--- src/rtl/irb_pkg.sv ---
// Shared types and sizes for the DW-kernel tile path.
// Weight width, tile size and the tile sequencer state.
package irb_pkg;

  localparam int WG_W       = 8;
  localparam int KDW_K      = 3;
  localparam int KDW_NCH    = 32;
  localparam int KDW_N_ELEM = KDW_K * KDW_K * KDW_NCH;
  localparam int KDW_AW     = $clog2(KDW_N_ELEM);

  typedef enum logic [2:0] {
    IDLE,
    LOAD,
    READY,
    READ,
    DRAIN
  } kdw_state_t;

endpackage

--- src/rtl/kdw_tile_ctrl.sv ---
// KDW tile sequencer: loads a kernel tile into the KDW RAM from a
// valid/ready stream, then replays it npix times to the DW PE.
//   clk, rst_n            clock, async active-low reset
//   start_load, ld_*      tile load request and weight stream
//   load_done             pulse after the last weight is written
//   rd_start, rd_npix     replay request and pass count
//   rd_en                 PE enable (0 holds the current element)
//   kw_data/valid/last    weight stream to the PE
//   rd_done               pulse with the final element
//   ram_*                 KDW RAM port (1-cycle synchronous read)
module kdw_tile_ctrl
  import irb_pkg::*;
#(
  parameter int K      = 3,
  parameter int NCH    = 32,
  parameter int NPIX_W = 12
) (
  input  logic                          clk,
  input  logic                          rst_n,
  input  logic                          start_load,
  input  logic                          ld_valid,
  input  logic [WG_W-1:0]               ld_data,
  output logic                          ld_ready,
  output logic                          load_done,
  input  logic                          rd_start,
  input  logic [NPIX_W-1:0]             rd_npix,
  input  logic                          rd_en,
  output logic [WG_W-1:0]               kw_data,
  output logic                          kw_valid,
  output logic                          kw_last,
  output logic                          rd_done,
  output logic [$clog2(K*K*NCH)-1:0]    ram_addr,
  output logic [WG_W-1:0]               ram_data,
  output logic                          ram_write,
  input  logic [WG_W-1:0]               ram_res
);

  localparam int N  = K * K * NCH;
  localparam int AW = $clog2(N);
  localparam logic [AW-1:0] LAST = AW'(N - 1);

  kdw_state_t        state;
  logic [AW-1:0]     wcnt;
  logic [AW-1:0]     rcnt;
  logic [NPIX_W-1:0] pcnt;
  logic [NPIX_W-1:0] npix;
  logic              ld_hs;

  assign ld_ready = (state == LOAD);
  assign ld_hs    = ld_ready && ld_valid;

  // RAM port is steered straight from the counters so the read
  // data lines up one cycle after the issue.
  assign ram_write = ld_hs;
  assign ram_data  = ld_hs ? ld_data : '0;
  assign kw_data   = ram_res;

  always_comb begin
    ram_addr = '0;
    unique case (1'b1)
      state == LOAD: ram_addr = wcnt;
      state == READ: ram_addr = rcnt;
      default:       ram_addr = '0;
    endcase
  end

  always_ff @(posedge clk or negedge rst_n) begin
    if (!rst_n) begin
      state     <= IDLE;
      wcnt      <= '0;
      rcnt      <= '0;
      pcnt      <= '0;
      npix      <= '0;
      load_done <= 1'b0;
      kw_valid  <= 1'b0;
      kw_last   <= 1'b0;
      rd_done   <= 1'b0;
    end else begin
      load_done <= 1'b0;
      kw_valid  <= 1'b0;
      kw_last   <= 1'b0;
      rd_done   <= 1'b0;
      unique case (state)
        IDLE: begin
          if (start_load) begin
            wcnt  <= '0;
            state <= LOAD;
          end
        end
        LOAD: begin
          if (ld_valid) begin
            if (wcnt == LAST) begin
              wcnt      <= '0;
              load_done <= 1'b1;
              state     <= READY;
            end else begin
              wcnt <= wcnt + AW'(1);
            end
          end
        end
        READY: begin
          // rd_start has priority over a reload request
          if (rd_start) begin
            if (rd_npix == '0) begin
              rd_done <= 1'b1;
            end else begin
              npix  <= rd_npix;
              rcnt  <= '0;
              pcnt  <= '0;
              state <= READ;
            end
          end else if (start_load) begin
            wcnt  <= '0;
            state <= LOAD;
          end
        end
        READ: begin
          if (rd_en) begin
            kw_valid <= 1'b1;
            kw_last  <= (rcnt == LAST);
            if (rcnt == LAST) begin
              rcnt <= '0;
              if (pcnt == npix - NPIX_W'(1)) begin
                pcnt    <= '0;
                rd_done <= 1'b1;
                state   <= DRAIN;
              end else begin
                pcnt <= pcnt + NPIX_W'(1);
              end
            end else begin
              rcnt <= rcnt + AW'(1);
            end
          end
        end
        DRAIN: begin
          state <= READY;
        end
        default: begin
          state <= IDLE;
        end
      endcase
    end
  end

endmodule

--- config.mk ---
export PLATFORM = sky130hd
export DESIGN_NAME = kdw_tile_ctrl
export DESIGN_NICKNAME = d
export VERILOG_FILES = /design/src/rtl/irb_pkg.sv /design/src/rtl/kdw_tile_ctrl.sv
export SDC_FILE = /design/constraint.sdc
export NUM_CORES = 1
export LEC_CHECK = 0
export BUFFER_PORTS_ARGS = -buffer_cell sky130_fd_sc_hd__buf_2
export CORE_MARGIN = 1.5
export CORE_UTILIZATION = 59
export DETAILED_ROUTE_END_ITERATION = 8
export PLACE_DENSITY = 0.86
export REMOVE_ABC_BUFFERS = 1
export SYNTH_ARGS = -nofsm -noshare
export SYNTH_HDL_FRONTEND = slang
export SYNTH_SLANG_ARGS = --single-unit
--- constraint.sdc ---
create_clock -name clk -period 6.6 [get_ports clk]
set_input_delay 0.66 -clock clk [delete_from_list [all_inputs] [get_ports clk]]
set_output_delay 0.66 -clock clk [all_outputs]
set_load 0.05 [all_outputs]
Word level (Yosys, flattened, before mapping) --
Index checks and enable logic that the tools add are counted.
Storage, ports and cells: input bits 34, word-level logic and storage cells 80, register bits after elaboration 49
Operators by class: multiplexer cells 40, bitwise logic cells 1, eq/ne operators 16, $add $sub $neg 4, reductions and logical operators 10
Operators by type and width (count):
- $mux W9 | 8
- $mux W12 | 5
- $pmux W9 S2 | 2
- $pmux W9 S3 | 1
- $mux W3 | 8
- $pmux W12 S2 | 1
- $add A9 B1 Y9 const B | 2
- $eq A9 B9 Y1 const B | 2
- $pmux W3 S5 | 1
- $add A12 B1 Y12 const B | 1
- $eq A12 B12 Y1 | 1
- $logic_not A12 Y1 | 1
- $mux W1 | 12
- $sub A12 B1 Y12 const B | 1
- $ne A2 B2 Y1 const B | 5
- $mux W8 | 1
- $eq A3 B2 Y1 const B | 2
- $ne A2 B1 Y1 const B | 3
- $reduce_and A3 Y1 | 2
- $reduce_and A6 Y1 | 1
- $reduce_and A5 Y1 | 1
- $reduce_and A4 Y1 | 1
- $eq A3 B1 Y1 const B | 1
- $eq A3 B3 Y1 const B | 1
- other kinds (7) | 7

Depth between registers and ports, before layout --
word-level depth 6, mapped depth 10, mapped depth without buffers 9

Worst setup path after synthesis --
No wires, ideal clock.
kind flip-flop to output port, start point register state[0], end point output port ram_data[0], stages on the path, launching flop included 5, setup slack 3937 ps, arrival 2003 ps, required time 5940 ps, cells stage by stage dfrtp_1 inv_1 nor3_1 clkbuf_1 and3_1
Between the ends: longest elaborated chain between the ends 3
Ends and longest elaborated chain:
- from (decl) | line kdw_tile_ctrl.sv:42 | kdw_state_t state;
- from (signal assigned) | line kdw_tile_ctrl.sv:69 | state <= IDLE;
- from (signal assigned) | line kdw_tile_ctrl.sv:87 | state <= LOAD;
- from (signal assigned) | line kdw_tile_ctrl.sv:95 | state <= READY;
- $eq A3 B1 Y1 | line kdw_tile_ctrl.sv:49 | assign ld_ready = (state == LOAD);
- named net ld_ready | line kdw_tile_ctrl.sv:23 | output logic ld_ready,
- $logic_and A1 B1 Y1 | line kdw_tile_ctrl.sv:50 | assign ld_hs = ld_ready && ld_valid;
- $mux W8 | line kdw_tile_ctrl.sv:55 | assign ram_data = ld_hs ? ld_data : '0;
- to (decl) | line kdw_tile_ctrl.sv:33 | output logic [WG_W-1:0] ram_data,
The timed path passes the listed nets, and every way through them passes these cells.

Final worst setup path --
start point register state[0], end point output port ram_write
Between the ends: longest elaborated chain between the ends 2
Ends and longest elaborated chain:
- $eq A3 B1 Y1 | line kdw_tile_ctrl.sv:49
- $logic_and A1 B1 Y1 | line kdw_tile_ctrl.sv:50
- to (decl) | line kdw_tile_ctrl.sv:34 | output logic ram_write,
Every way passes these cells.

==> results.toml <==
[die]
dieArea_sq_um = 5570
start_util_pct = 62.5
die_y_microns = 74.7
num_rows = 25
die_w_microns = 74.7
core_area_sq_um = 4850
io_pins = 65

[cells_and_area]
layout_commonest_cell = "dfrtp_1"
layout-drive-gt1-share_pct = 19.6
antennaDiodeCount = 0
instances_no_fill = 439
syn2layout_area_growth_pct = 9.87
postLayoutCoreUtil_pct = 68.6
layout.nets = 410
final_cell_mix = "49 x dfrtp_1, 48 x buf_2, 35 x o21ai_0"

[hold_path]
min-delay-start = "wcnt[0]"
holdPathEnd = "wcnt[0]"
whs_path_depth = 1
worstHoldPathType = "register to register"

[route]
wl_per_cell_microns = 15.8
via_per_inst = 6.19
ant_nets = 0
vias = 2718
initialDrtViolationCount = 309
totalWireLength_mm = 6.94
drc_errors = 0
first_pass_iters = 5

[placed_design]
pre_cts_ws_ns = 3.87
gp_congestion = 0.869
post-dp-hpwl_mm = 5.07
dp_cells = 432
io_buffers = 48

[power_and_ir_drop]
worst_ir_drop_vdd_mv = 0.161
power_density_nw_per_um2 = 192
p_leak_nw = 1.63
total_power_w = 0.000640

[worst_setup_path]
max_stage_delay_ns = 0.92
cp_max_fo = 22
r2r.worst_path.cells = 7
crit_type = "register to primary output"
worstPathRequired_ns = 5.94
path_common_cell = "inv_1"
start_kind = "register"
critPathBufInv = 3
critPathArrivalTime_ns = 2.40
r2r_setup_slack_ns = 3.81
timing.rr.start = "rcnt[0]"
cp_slowest_cell = "nor3_2"
crit_chain = "inv_1 -> nor3_2 -> nand2_1 -> inv_1 -> buf_2"
r2r_end = "pcnt[10]"
end_kind = "primary output"
cp_top_family = "simple AND/OR/NAND/NOR gates"

[cts]
post-cts-setup-buffers = 0
h-tree-depth = 2
clkSinkCount = 49
clockBufferDepth = 2
path_clk_slew_ns = 0.09
cts_buffers = 5
cts_root_buf = "clkbuf_8"
clock_latency_ns = 0.30
ctsHoldBuffers = 0
ctsResizeCount = 0
cts_tree = "yes"

[sta]
slew_headroom_pct = 26.0
max_slew.worst_pin.slew_ns = 1.10
period_minus_slack_ns = 3.06
skew_ns = 0.00864
hold_violations = 0
finalSetupViolations = 0
final-max-slew-violation-count = 0
setup_slack_ns = 3.54
finalCritPeriodShare_pct = 46.3
fin_setup_tns_ns = 0
rsz0062_at_grt = "no"
fmax_ghz = 0.327

[logic_synthesis]
yosysSeqAreaShare_pct = 40.5
synth-seq-cells = 49
synth.distinct_cells = 47
syn_avg_cell_area_sq_um = 8.96
synthesis.area_sq_um = 3030
yosysWarnings = 0
synthCells = 338

[flow_run]
drv_cap = 0

[grt]
grt_max_degree = 50
grt_pass1_wl_mm = 11.4
antenna_found_initial = 0
grt_overflow = 0
grt_pass1_vias = 2358
grtUsageTotal_pct = 26.4

[run_status]
outcome = "complete, no violations"
==> sequential cells by signal (all words and copies together), names as in the netlist <==
register	flops
state	3
wcnt	9
kw_last	1
kw_valid	1
rd_done	1
pcnt	12
rcnt	9
load_done	1
npix	12
==> metrics by stage <==
step	area (sq um)	hold slack, ns
after floorplan	2910	0.364
after global placement	3240	0.510
after detailed placement	3240	0.522
after CTS	3330	0.535
after global routing	3330	0.563
final	3330	0.536
==> synth_stat cells, drive strengths merged <==
library cell | instances | area, sq um
and2 | 4 | 25.0
clkbuf | 13 | 52.6
nor2b | 6 | 37.5
nor4b | 1 | 8.76
or4 | 8 | 60.1
a21oi | 11 | 55.1
o2bb2ai | 2 | 17.5
nand3 | 14 | 70.1
and3 | 23 | 144
a211o | 1 | 8.76
a21boi | 1 | 7.51
and3b | 1 | 8.76
nor4 | 6 | 37.5
or3 | 4 | 30.0
or2 | 2 | 12.5
o31ai | 4 | 30.0
a311oi | 1 | 8.76
xnor2 | 13 | 114
o41ai | 1 | 8.76
nor3 | 6 | 30.0
o21a | 2 | 15.0
nand4 | 5 | 31.3
ha | 4 | 50.1
a2111oi | 1 | 27.5
xor2 | 6 | 52.6
o21ai | 38 | 198
o2111ai | 1 | 15.0
nand2b | 9 | 56.3
inv | 15 | 56.3
mux2i | 1 | 10.0
buf | 9 | 71.3
a21o | 3 | 22.5
mux2 | 10 | 113
dfrtp | 49 | 1230
o311ai | 1 | 8.76
a22o | 10 | 87.6
nor2 | 16 | 60.1
or2b | 1 | 7.51
nand2 | 29 | 109
a32o | 1 | 10.0
o211a | 1 | 10.0
a31oi | 4 | 25.0
==> area by class of cell <==
class / instances / area (sq um)
well taps: 67 / 83.8
repair buffers: 49 / 248
inverters: 15 / 56.3
clock buffers: 7 / 86.3
fillers: 374 / 1520
flip-flops and latches: 49 / 1230
multi-input cells: 252 / 1630
==> how the worst max path moves through the flow <==
stage,start,endpoint,slack (ns),cells after the start
finish,state[0],ram_write,3.54,5
global route,state[0],ram_write,3.37,5
CTS,state[0],ram_write,3.60,5
detailed placement,npix[2],pcnt[6],3.87,7
global placement,npix[2],pcnt[6],3.93,7
floorplan,state[0],ram_addr[0],2.75,3
==> power by group <==
| part | switching (W) | internal, W | leakage [nW] |
|---|---|---|---|
| Clock | 0.0000983 | 0.0000834 | 0.0443 |
| Sequential | 0.0000180 | 0.000315 | 0.622 |
| Combinational | 0.0000863 | 0.0000389 | 0.960 |
| Total | 0.000203 | 0.000437 | 1.63 |
==> cell families (layout without fill, tap and decap cells) <==
| family | count (synthesis) | in the layout | synth area share, % |
|---|---|---|---|
| adder cells (fa/ha/maj) | 4 | 4 | 1.65 |
| buffers and inverters | 37 | 71 | 5.95 |
| XOR/XNOR | 19 | 19 | 5.49 |
| multiplexers | 11 | 11 | 4.05 |
| flip-flops | 49 | 49 | 40.5 |
| AND/OR/NAND/NOR | 135 | 135 | 24.0 |
| AO/OA/AOI/OAI | 83 | 83 | 18.3 |
==> worst reg2reg max path, stage by stage (launching register included) <==
cell and delay, ns:
dfrtp_1 0.42, ha_1 0.23, and3_1 0.23, and3_1 0.24, nand2b_1 0.31, nor2b_1 0.64
nand2_1 0.22, o311ai_0 0.39
==> per-layer routing <==
metal	up-vias	share of wire, %	track usage [%]
met5	-	0	0
met4	0	1.1	6.06
met3	11	6.7	6.02
met2	114	44	40.1
met1	1308	48	38.8
li1	1285	-	-
Note: power is estimated with default switching activity, not from simulation.
